--- config.mk ---
export PLATFORM = sky130hd
export DESIGN_NAME = alu_seq_ctrl
export DESIGN_NICKNAME = d
export VERILOG_FILES = /design/src/rtl/alu_seq_ctrl.sv
export SDC_FILE = /design/constraint.sdc
export NUM_CORES = 1
export LEC_CHECK = 0
export ABC_AREA = 0
export ABC_CLOCK_PERIOD_IN_PS = 3400
export BUFFER_PORTS_ARGS = -buffer_cell sky130_fd_sc_hd__buf_2
export CAP_MARGIN = 20
export CORE_ASPECT_RATIO = 0.8
export CORE_UTILIZATION = 60
export CTS_CLUSTER_SIZE = 28
export DETAILED_ROUTE_END_ITERATION = 10
export PLACE_DENSITY = 0.82
export SLEW_MARGIN = 20
export SYNTH_ARGS = -nofsm -noshare
export SYNTH_HDL_FRONTEND = slang
export SYNTH_SLANG_ARGS = --single-unit
--- constraint.sdc ---
create_clock -name i_clk -period 3.4 [get_ports i_clk]
set_clock_uncertainty 0.1 [all_clocks]
set_input_delay 0.17 -clock i_clk [delete_from_list [all_inputs] [get_ports i_clk]]
set_output_delay 0.17 -clock i_clk [all_outputs]
set_load 0.01 [all_outputs]
--- src/rtl/alu_seq_ctrl.sv ---
// Pushbutton-driven ALU sequencer. Each button is synchronized, debounced and
// edge-detected; a small FSM captures A, B and opcode, then executes one op.
module alu_seq_ctrl #(
  parameter int NB_DATA     = 8,
  parameter int NB_OP       = 6,
  parameter int DBNC_CYCLES = 4
) (
  input  logic               i_clk,
  input  logic               i_reset,
  input  logic [NB_DATA-1:0] i_data,
  input  logic               i_A_button,
  input  logic               i_B_button,
  input  logic               i_OP_button,
  output logic [NB_DATA-1:0] o_result,
  output logic               o_carry,
  output logic               o_overflow,
  output logic               o_zero,
  output logic               o_valid,
  output logic               o_err,
  output logic [2:0]         o_state
);

  typedef enum logic [2:0] {
    S_WAIT_A  = 3'd0,
    S_WAIT_B  = 3'd1,
    S_WAIT_OP = 3'd2,
    S_EXEC    = 3'd3,
    S_DONE    = 3'd4
  } state_t;

  localparam logic [NB_OP-1:0] OP_ADD = NB_OP'(6'b100000);
  localparam logic [NB_OP-1:0] OP_SUB = NB_OP'(6'b100010);
  localparam logic [NB_OP-1:0] OP_AND = NB_OP'(6'b100100);
  localparam logic [NB_OP-1:0] OP_OR  = NB_OP'(6'b100101);
  localparam logic [NB_OP-1:0] OP_XOR = NB_OP'(6'b100110);
  localparam logic [NB_OP-1:0] OP_NOR = NB_OP'(6'b100111);
  localparam logic [NB_OP-1:0] OP_SRL = NB_OP'(6'b000010);
  localparam logic [NB_OP-1:0] OP_SRA = NB_OP'(6'b000011);
  localparam logic [7:0]       CNT_LAST = 8'(DBNC_CYCLES - 1);

  // Button index 0 = A, 1 = B, 2 = OP.
  logic [2:0] btn_raw_s;
  logic [2:0] sync1_q, sync2_q;
  logic [2:0] lvl_q, lvl_d, lvl_dly_q, evt_q, evt_d;
  logic [7:0] cnt_q [3];
  logic [7:0] cnt_d [3];

  state_t             state_q, state_d;
  logic [NB_DATA-1:0] a_q, a_d, b_q, b_d;
  logic [NB_OP-1:0]   op_q, op_d;
  logic [NB_DATA-1:0] result_q, result_d;
  logic               carry_q, carry_d, ovf_q, ovf_d, zero_q, zero_d;
  logic               valid_q, valid_d, err_q, err_d;

  logic [NB_DATA:0]   sum_s;
  logic [NB_DATA-1:0] alu_res_s;
  logic               alu_c_s, alu_v_s, alu_err_s, shift_big_s;

  always_comb begin
    btn_raw_s = {i_OP_button, i_B_button, i_A_button};
    lvl_d     = lvl_q;
    for (int i = 0; i < 3; i++) begin
      cnt_d[i] = 8'd0;
      if (sync2_q[i] != lvl_q[i]) begin
        if (cnt_q[i] == CNT_LAST) begin
          lvl_d[i] = ~lvl_q[i];
        end else begin
          cnt_d[i] = cnt_q[i] + 8'd1;
        end
      end else begin
        cnt_d[i] = 8'd0;
      end
    end
    // Event is registered one cycle after the debounced level rises.
    evt_d = lvl_q & ~lvl_dly_q;
  end

  always_ff @(posedge i_clk) begin
    if (i_reset) begin
      sync1_q   <= 3'b000;
      sync2_q   <= 3'b000;
      lvl_q     <= 3'b000;
      lvl_dly_q <= 3'b000;
      evt_q     <= 3'b000;
      for (int i = 0; i < 3; i++) cnt_q[i] <= 8'd0;
    end else begin
      sync1_q   <= btn_raw_s;
      sync2_q   <= sync1_q;
      lvl_q     <= lvl_d;
      lvl_dly_q <= lvl_q;
      evt_q     <= evt_d;
      for (int i = 0; i < 3; i++) cnt_q[i] <= cnt_d[i];
    end
  end

  always_comb begin
    sum_s       = {1'b0, a_q} + {1'b0, b_q};
    shift_big_s = (b_q >= NB_DATA'(NB_DATA));
    alu_res_s   = '0;
    alu_c_s     = 1'b0;
    alu_v_s     = 1'b0;
    alu_err_s   = 1'b0;
    case (op_q)
      OP_ADD: begin
        alu_res_s = sum_s[NB_DATA-1:0];
        alu_c_s   = sum_s[NB_DATA];
        alu_v_s   = (a_q[NB_DATA-1] == b_q[NB_DATA-1]) &&
                    (sum_s[NB_DATA-1] != a_q[NB_DATA-1]);
      end
      OP_SUB: begin
        alu_res_s = a_q - b_q;
        alu_c_s   = (a_q < b_q);
        alu_v_s   = (a_q[NB_DATA-1] != b_q[NB_DATA-1]) &&
                    (alu_res_s[NB_DATA-1] != a_q[NB_DATA-1]);
      end
      OP_AND: alu_res_s = a_q & b_q;
      OP_OR:  alu_res_s = a_q | b_q;
      OP_XOR: alu_res_s = a_q ^ b_q;
      OP_NOR: alu_res_s = ~(a_q | b_q);
      OP_SRL: begin
        if (shift_big_s) alu_res_s = '0;
        else             alu_res_s = a_q >> b_q;
      end
      OP_SRA: begin
        if (shift_big_s) alu_res_s = {NB_DATA{a_q[NB_DATA-1]}};
        else             alu_res_s = NB_DATA'($signed(a_q) >>> b_q);
      end
      default: alu_err_s = 1'b1;
    endcase
  end

  always_comb begin
    state_d  = state_q;
    a_d      = a_q;
    b_d      = b_q;
    op_d     = op_q;
    result_d = result_q;
    carry_d  = carry_q;
    ovf_d    = ovf_q;
    zero_d   = zero_q;
    err_d    = err_q;
    valid_d  = 1'b0;
    case (state_q)
      S_WAIT_A: begin
        if (evt_q[0]) begin
          a_d     = i_data;
          state_d = S_WAIT_B;
        end else begin
          state_d = S_WAIT_A;
        end
      end
      S_WAIT_B: begin
        if (evt_q[1]) begin
          b_d     = i_data;
          state_d = S_WAIT_OP;
        end else begin
          state_d = S_WAIT_B;
        end
      end
      S_WAIT_OP: begin
        if (evt_q[2]) begin
          op_d    = i_data[NB_OP-1:0];
          state_d = S_EXEC;
        end else begin
          state_d = S_WAIT_OP;
        end
      end
      S_EXEC: begin
        result_d = alu_res_s;
        carry_d  = alu_c_s;
        ovf_d    = alu_v_s;
        zero_d   = (alu_res_s == '0);
        err_d    = alu_err_s;
        valid_d  = 1'b1;
        state_d  = S_DONE;
      end
      S_DONE: begin
        // Re-execute with a single new field; A restarts the sequence.
        if (evt_q[0]) begin
          a_d     = i_data;
          state_d = S_WAIT_B;
        end else if (evt_q[1]) begin
          b_d     = i_data;
          state_d = S_EXEC;
        end else if (evt_q[2]) begin
          op_d    = i_data[NB_OP-1:0];
          state_d = S_EXEC;
        end else begin
          state_d = S_DONE;
        end
      end
      default: state_d = S_WAIT_A;
    endcase
  end

  always_ff @(posedge i_clk) begin
    if (i_reset) begin
      state_q  <= S_WAIT_A;
      a_q      <= '0;
      b_q      <= '0;
      op_q     <= '0;
      result_q <= '0;
      carry_q  <= 1'b0;
      ovf_q    <= 1'b0;
      zero_q   <= 1'b0;
      valid_q  <= 1'b0;
      err_q    <= 1'b0;
    end else begin
      state_q  <= state_d;
      a_q      <= a_d;
      b_q      <= b_d;
      op_q     <= op_d;
      result_q <= result_d;
      carry_q  <= carry_d;
      ovf_q    <= ovf_d;
      zero_q   <= zero_d;
      valid_q  <= valid_d;
      err_q    <= err_d;
    end
  end

  assign o_result   = result_q;
  assign o_carry    = carry_q;
  assign o_overflow = ovf_q;
  assign o_zero     = zero_q;
  assign o_valid    = valid_q;
  assign o_err      = err_q;
  assign o_state    = state_q;

endmodule

==> results.py, run 1 <==
metrics = {
    "status": {
        "status": "finished clean",
    },
    "sta": {
        "drv_slew": 0,
        "max_freq_mhz": 353.1,
        "rsz0062_at_grt": "no",
        "maxSlewHeadroom_pct": 44.36,
        "fin_crit_sh_pct": 83.30,
        "setup_tns_ns": 0,
        "setup_viol": 0,
        "finalWorstSetupSlack_ns": 0.5678,
        "hold_viol_final": 0,
        "post-route-min-period_ns": 2.832,
        "worst_pin_slew_ns": 0.8291,
        "timing.hold.ws_ns": 0.01438,
    },
    "power_and_ir_drop": {
        "p_sw_w": 0.0003816,
        "p_per_area_nw_per_um2": 334.6,
        "power_leakage_nw": 2.022,
        "combPwrFrac_pct": 2.2,
        "ir_worst_vdd_v": 0.0002265,
        "switching_share_pct": 22.90,
        "internal-power_w": 0.001285,
        "p_seq_share_pct": 54.5,
        "clock_power_share_pct": 43.3,
    },
    "critical_path": {
        "arrival_ns": 3.00,
        "r2r_slack_ns": 0.57,
        "critPathRequiredTime_ns": 3.57,
        "end_kind": "flop",
        "critical-path-top-cell-by-count": "a21oi_1",
        "r2r_cells": 10,
        "crit_path_top_delay_cell": "dfxtp_1",
        "critPathLaunch": "b_q[3]$_SDFFE_PP0P_",
        "r2r_end": "o_result[7]$_SDFFE_PP0P_",
        "cpPeakStageDelay_ns": 0.50,
        "worstPathCellList": "inv_1 > ha_1 > a21oi_1 > nor2b_1 > a311o_1 > a21o_1 > o311ai_1 > xnor2_1 > a21oi_1 > a211oi_1",
        "critPathKind": "flop to flop",
        "critPathMaxFanout": 8,
        "r2r-start": "b_q[3]$_SDFFE_PP0P_",
        "start_kind": "flop",
    },
    "drt": {
        "drtPass1Iterations": 6,
        "post_drt_wl_per_cell_um": 16.74,
        "drt_iter0_markers": 564,
        "routed_via_density": 6.072,
        "routed_wl_mm": 11.10,
        "post-route-drc-count": 0,
        "ant_nets": 0,
        "num_vias": 4026,
    },
    "synth": {
        "synth_area_per_cell_sq_um": 8.285,
        "yosysWarnings": 0,
        "synth_edf_count": 0,
        "synth_fp_nets": 589,
        "yosysUniqueCellTypes": 62,
        "syn_inst": 545,
        "ys_ff_latch": 77,
        "synth_flop_cell": "dfxtp_1",
        "synth_area_sq_um": 4516,
        "ys_seq_area_share_pct": 34.14,
        "async_flop_share_pct": 0,
    },
    "placed_design": {
        "post-place-ws_ns": 0.6115,
        "dp_hpwl_mm": 8.091,
        "portBuffers": 28,
        "gp_congestion": 0.9817,
    },
    "cells_and_area": {
        "n_antenna_cell": 0,
        "drive_above_1_share_pct": 10.24,
        "layout_commonest_cell": "nor2_1",
        "synthToLayoutAreaGrowth_pct": 10.31,
        "layout_common_cells": "nor2_1, dfxtp_1, a21oi_1, mux2i_1, ha_1",
        "final_nets": 615,
    },
    "global_route": {
        "grt_pass1_vias": 3603,
        "grt_max_degree": 43,
        "antenna_found_initial": 0,
        "grt_pass1_wl_mm": 17.80,
        "grt_overflow_total": 0,
        "grtUsageTotal_pct": 29.19,
    },
    "die": {
        "die_y_um": 79.60,
        "initial_utilization_pct": 63.65,
        "fp.dieW_um": 98.99,
        "core_sq_um": 7094,
        "dieArea_sq_um": 7879,
        "ioPinCount": 29,
        "fp-row-count": 27,
    },
    "min_path": {
        "hp-class": "input port to flop",
        "hold_path.startpoint": "i_data[3]",
        "worstHoldPathCells": 3,
        "hold_end": "op_q[3]$_SDFFE_PP0P_",
    },
    "clocking": {
        "clockBufferDepth": 2,
        "cts.clk_slew.worst_paths_ns": 0.08,
        "cts_sinks": 77,
        "post_cts.repair.setup_buffers": 0,
        "htree_levels": 3,
        "cts_tree": "yes",
        "worstSkewPairLatency_ns": 0.35,
        "cts-buffers-inserted": 9,
        "cts_root_buf": "clkbuf_8",
    },
    "job": {
        "maxCapViolCount": 0,
    },
}
[layout make-up]
type / instances / area, sq um
Clock buffer: 10 / 137.6
Clock inverter: 6 / 70.07
Fill cell: 552 / 2113
Inverter: 21 / 78.83
Multi-Input combinational cell: 419 / 2774
Sequential cell: 77 / 1541
Tap cell: 87 / 108.9
Timing Repair Buffer: 43 / 270.3
[cells in the mapped netlist (all sizes together), types with 2 or more instances]
master,number,area (sq um)
dfxtp,77,1541
nor3,13,70.07
nor3b,3,22.52
a21oi,37,185.2
o311ai,3,26.28
xnor2,22,192.7
or4,2,18.77
a211oi,14,105.1
a21o,2,15.01
nor2,93,351.6
and3,10,62.56
nor4b,5,50.04
o21ai,19,95.09
nor2b,20,125.1
mux2i,30,300.3
or3,2,12.51
xor2,16,140.1
and4,2,17.52
inv,21,78.83
a22oi,4,30.03
ha,29,362.9
nand3,20,100.1
buf,8,46.29
o31ai,2,15.01
nand2b,7,43.79
a221o,2,20.02
o21bai,2,15.01
a31oi,4,25.02
fa,2,40.04
clkbuf,20,75.07
nand2,27,101.4
a311oi,2,17.52
nand3b,3,22.52
nor4,2,18.77
o22ai,2,12.51
[state kept, by name, summed over array words and instances, names as in the netlist]
signal,cells
o_zero,1
lvl_dly_q,3
o_result,8
o_state,3
o_carry,1
sync2_q,3
evt_q,3
cnt_q,24
b_q,8
o_valid,1
lvl_q,3
a_q,8
o_err,1
sync1_q,3
op_q,6
o_overflow,1
[power groups by stage]
stage,clock [W],sequential (W),combinational (W)
floorplan,0,0.000928,0.0000153
global placement,0,0.000929,0.0000294
detailed placement,0,0.000929,0.0000298
CTS,0.000732,0.000908,0.0000361
global route,0.000773,0.000908,0.0000395
finish,0.000722,0.000908,0.0000368
[per-layer routing]
layer / routed length [um] / global-route usage, % / up-vias
met5: 0 / 0 / -
met4: 189 / 8.507 / 0
met3: 994 / 6.480 / 24
met2: 4835 / 45.10 / 195
met1: 5079 / 40.74 / 1866
li1: - / - / 1941
[critical path, delay by kind of cell (launching register included)]
family,cells,cell delay [ns]
AO/OA/AOI/OAI,6,1.40
flip-flops,1,0.50
XOR/XNOR,1,0.16
buffers and inverters,1,0.12
adder cells (fa/ha/maj),1,0.40
AND/OR/NAND/NOR,1,0.07
[stage by stage]
stage | std cells | cell area [sq um] | util (%) | total power [W]
3_5_place_dp | 640 | 4703 | 66.30 | 0.0009588
2_1_floorplan | 545 | 4516 | - | 0.0009437
3_3_place_gp | 640 | 4703 | 66.30 | 0.0009581
6_report | 663 | 4981 | 70.21 | 0.001667
4_1_cts | 663 | 4981 | 70.21 | 0.001676
5_1_grt | 663 | 4981 | 70.21 | 0.001721
[logic make-up (layout without fill, tap and decap cells)]
kind of cell | Yosys count | count (layout) | synth area share, %
XOR/XNOR | 38 | 38 | 7.370
AND/OR/NAND/NOR | 214 | 214 | 23.30
flip-flops | 77 | 77 | 34.14
adder cells (fa/ha/maj) | 31 | 31 | 8.922
buffers and inverters | 49 | 80 | 4.433
AO/OA/AOI/OAI | 105 | 105 | 14.85
multiplexers | 31 | 31 | 6.982
[how the worst max path moves through the flow]
stage,end,slack (ns)
after CTS,o_result[7]$_SDFFE_PP0P_,0.59
final,o_result[7]$_SDFFE_PP0P_,0.57
after floorplan,o_result[7]$_SDFFE_PP0P_,0.69
after detailed placement,o_zero$_SDFFE_PP0P_,0.61
after global routing,o_result[7]$_SDFFE_PP0P_,0.43
after global placement,o_zero$_SDFFE_PP0P_,0.72
[repair_timing]
action	CTS	global route
hold buffers	7	0
endpoints found under the setup margin	0	0
hold endpoints to repair	8	0
resized for setup	0	0
No activity file was read; power rests on OpenSTA's default activity.
==> run 2: changes to the inputs <==
--- a/config.mk
+++ b/config.mk
@@ -6,7 +6,7 @@
 export NUM_CORES = 1
 export LEC_CHECK = 0
 export ABC_AREA = 0
-export ABC_CLOCK_PERIOD_IN_PS = 3400
+export ABC_CLOCK_PERIOD_IN_PS = 2800
 export BUFFER_PORTS_ARGS = -buffer_cell sky130_fd_sc_hd__buf_2
 export CAP_MARGIN = 20
 export CORE_ASPECT_RATIO = 0.8
==> constraint.sdc (replaced) <==
create_clock -name i_clk -period 2.8 [get_ports i_clk]
set_clock_uncertainty 0.1 [all_clocks]
set_input_delay 0.14 -clock i_clk [delete_from_list [all_inputs] [get_ports i_clk]]
set_output_delay 0.14 -clock i_clk [all_outputs]
set_load 0.01 [all_outputs]
==> run 2 against run 1 <==
  * Worst setup slack got worse by 0.42 ns
  * Critical path depth stayed put
  * Clock power up 36%
  * Utilization is 2.8 points higher
  * Global-route usage is 0.72 points higher
  * Worst hold slack better by 0.062 ns
  * Register-to-register slack lost 0.42 ns
  * Combinational power up 34%
  * Largest cell class unchanged
  * Die area unchanged
==> results.py, run 2 (synthesized netlist as in run 1, its figures left out) <==
metrics = {
    "cells_and_area": {
        "n_antenna_cell": 0,
        "layout_common_cells": "nor2_1, dfxtp_1, a21oi_1, mux2i_1, ha_1",
        "largest_reg_flops": 24,
        "fin_area_sq_um": 5181,
        "drive_above_1_share_pct": 13.18,
        "synthToLayoutAreaGrowth_pct": 14.74,
        "final_nets": 631,
        "stdcell_count": 679,
        "layout_commonest_cell": "nor2_1",
        "regMostFlops": "cnt_q",
    },
    "sta": {
        "maxSlewHeadroom_pct": 41.46,
        "max_freq_mhz": 376.4,
        "worst_pin_slew_ns": 0.8722,
        "post-route-min-period_ns": 2.657,
        "hold_viol_final": 0,
        "setup_viol": 0,
        "drv_slew": 0,
        "fin_crit_sh_pct": 94.90,
    },
    "placed_design": {
        "placed_area_sq_um": 4806,
        "dp_hpwl_mm": 8.304,
        "dp.cells": 652,
        "portBuffers": 28,
        "gp_congestion": 0.9574,
    },
    "min_path": {
        "hp-class": "input port to flop",
    },
    "die": {
        "fp-row-count": 27,
        "die_y_um": 79.60,
        "initial_utilization_pct": 63.65,
        "core_sq_um": 7094,
        "fp.dieW_um": 98.99,
        "dieArea_sq_um": 7879,
        "ioPinCount": 29,
    },
    "critical_path": {
        "critPathMaxFanout": 4,
        "cpPeakStageDelay_ns": 0.40,
        "arrival_ns": 2.85,
        "worstPathCellList": "inv_1 > ha_1 > fa_1 > a21oi_1 > xnor2_1 > o22ai_1 > nor4_1 > buf_4 > and4_1 > a41o_1",
        "start_kind": "flop",
        "critPathRequiredTime_ns": 2.99,
        "critPathKind": "flop to flop",
        "end_kind": "flop",
        "crit_path_top_delay_cell": "fa_1",
    },
    "status": {
        "status": "finished clean",
    },
    "clocking": {
        "cts-buffers-inserted": 9,
        "cts_tree": "yes",
        "worstSkewPairLatency_ns": 0.35,
        "cts_root_buf": "clkbuf_8",
        "clockBufferDepth": 2,
        "cts.clk_slew.worst_paths_ns": 0.09,
        "htree_levels": 3,
        "cts_sinks": 77,
        "post_cts.repair.setup_buffers": 0,
    },
    "power_and_ir_drop": {
        "p_per_area_nw_per_um2": 412.0,
        "ir_worst_vdd_v": 0.0003428,
        "power_leakage_nw": 2.121,
        "p_total_w": 0.002135,
    },
    "global_route": {
        "grt-busiest-layer": "met2",
        "grt_pass1_vias": 3671,
        "grtUsageMet1_pct": 42.55,
        "grt_overflow_total": 0,
        "grt_pass1_wl_mm": 18.24,
        "grtUsageTotal_pct": 29.91,
        "use_met3_pct": 5.779,
        "antenna_found_initial": 0,
        "grt_use_met2_pct": 45.45,
        "grt_max_degree": 43,
    },
    "drt": {
        "routed_via_density": 6.009,
        "routed_wl_mm": 11.28,
        "post-route-drc-count": 0,
        "drtPass1Iterations": 6,
        "post_drt_wl_per_cell_um": 16.62,
        "ant_nets": 0,
        "num_vias": 4080,
        "drt_iter0_markers": 471,
    },
    "job": {
        "maxCapViolCount": 0,
    },
}
## run 2: cell count changes in the layout (fill, tap and decap cells not counted), sizes merged
| cell | delta |
|---|---|
| buf | +12 |
| bufinv | +1 |
| clkbuf | -1 |
| clkinv | -3 |
| dlygate4sd3 | +4 |
| inv | +3 |
## run 2: critical path: cells and delay by family (launching register included)
family	cells	cell delay, ns
adder cells (fa/ha/maj)	2	0.66
AND/OR/NAND/NOR	2	0.55
AO/OA/AOI/OAI	3	0.53
flip-flops	1	0.35
buffers and inverters	2	0.27
XOR/XNOR	1	0.14
## run 2: layout make-up
| cell class | instances | area (sq um) |
|---|---|---|
| Inverter | 21 | 78.83 |
| Multi-Input combinational cell | 419 | 2803 |
| Clock buffer | 9 | 123.9 |
| Tap cell | 87 | 108.9 |
| Fill cell | 534 | 1913 |
| Clock inverter | 7 | 111.4 |
| Timing Repair Buffer | 59 | 412.9 |
| Sequential cell | 77 | 1543 |
## run 2: worst paths after layout
| check | start | cells after the start | endpoint | slack, ns |
|---|---|---|---|---|
| setup / recovery | a_q[0]$_SDFFE_PP0P_ | 10 | o_zero$_SDFFE_PP0P_ | 0.14 |
| hold / removal | i_reset | 2 | o_result[0]$_SDFFE_PP0P_ | 0.08 |
| setup reg to reg | a_q[0]$_SDFFE_PP0P_ | 10 | o_zero$_SDFFE_PP0P_ | 0.14 |
| hold reg to reg | lvl_dly_q[1]$_SDFF_PP0_ | 1 | evt_q[1]$_SDFF_PP0_ | 0.29 |
## run 2: what timing repair did
item                                    4_1_cts  5_1_grt
endpoints found under the setup margin        0        3
endpoints found under the hold margin        20        0
resized for setup                             0        7
hold buffers                                 11        0
## run 2: power breakdown
part           total [W]  internal (W)  switching [W]
logic          0.0000493     0.0000233      0.0000261
clock network   0.000983      0.000525       0.000458
registers        0.00110       0.00110     0.00000298
## run 2: stage by stage
step | utilization (%) | TNS, ns | hold WS [ns] | setup WS [ns]
finish | 73.03 | 0 | 0.07617 | 0.1429
global route | 73.03 | -0.006741 | 0.1182 | -0.006741
CTS | 72.61 | 0 | 0.07643 | 0.08283
detailed placement | 67.74 | 0 | 0.2545 | 0.1490
global placement | 67.74 | 0 | 0.2460 | 0.2456
floorplan | - | 0 | 0.1682 | 0.08842
## run 2: layer usage
layer  wire (um)  vias up
met3        1001       22
met4         138        0
li1            -     1969
met2        4955      180
met5           0        -
met1        5189     1909
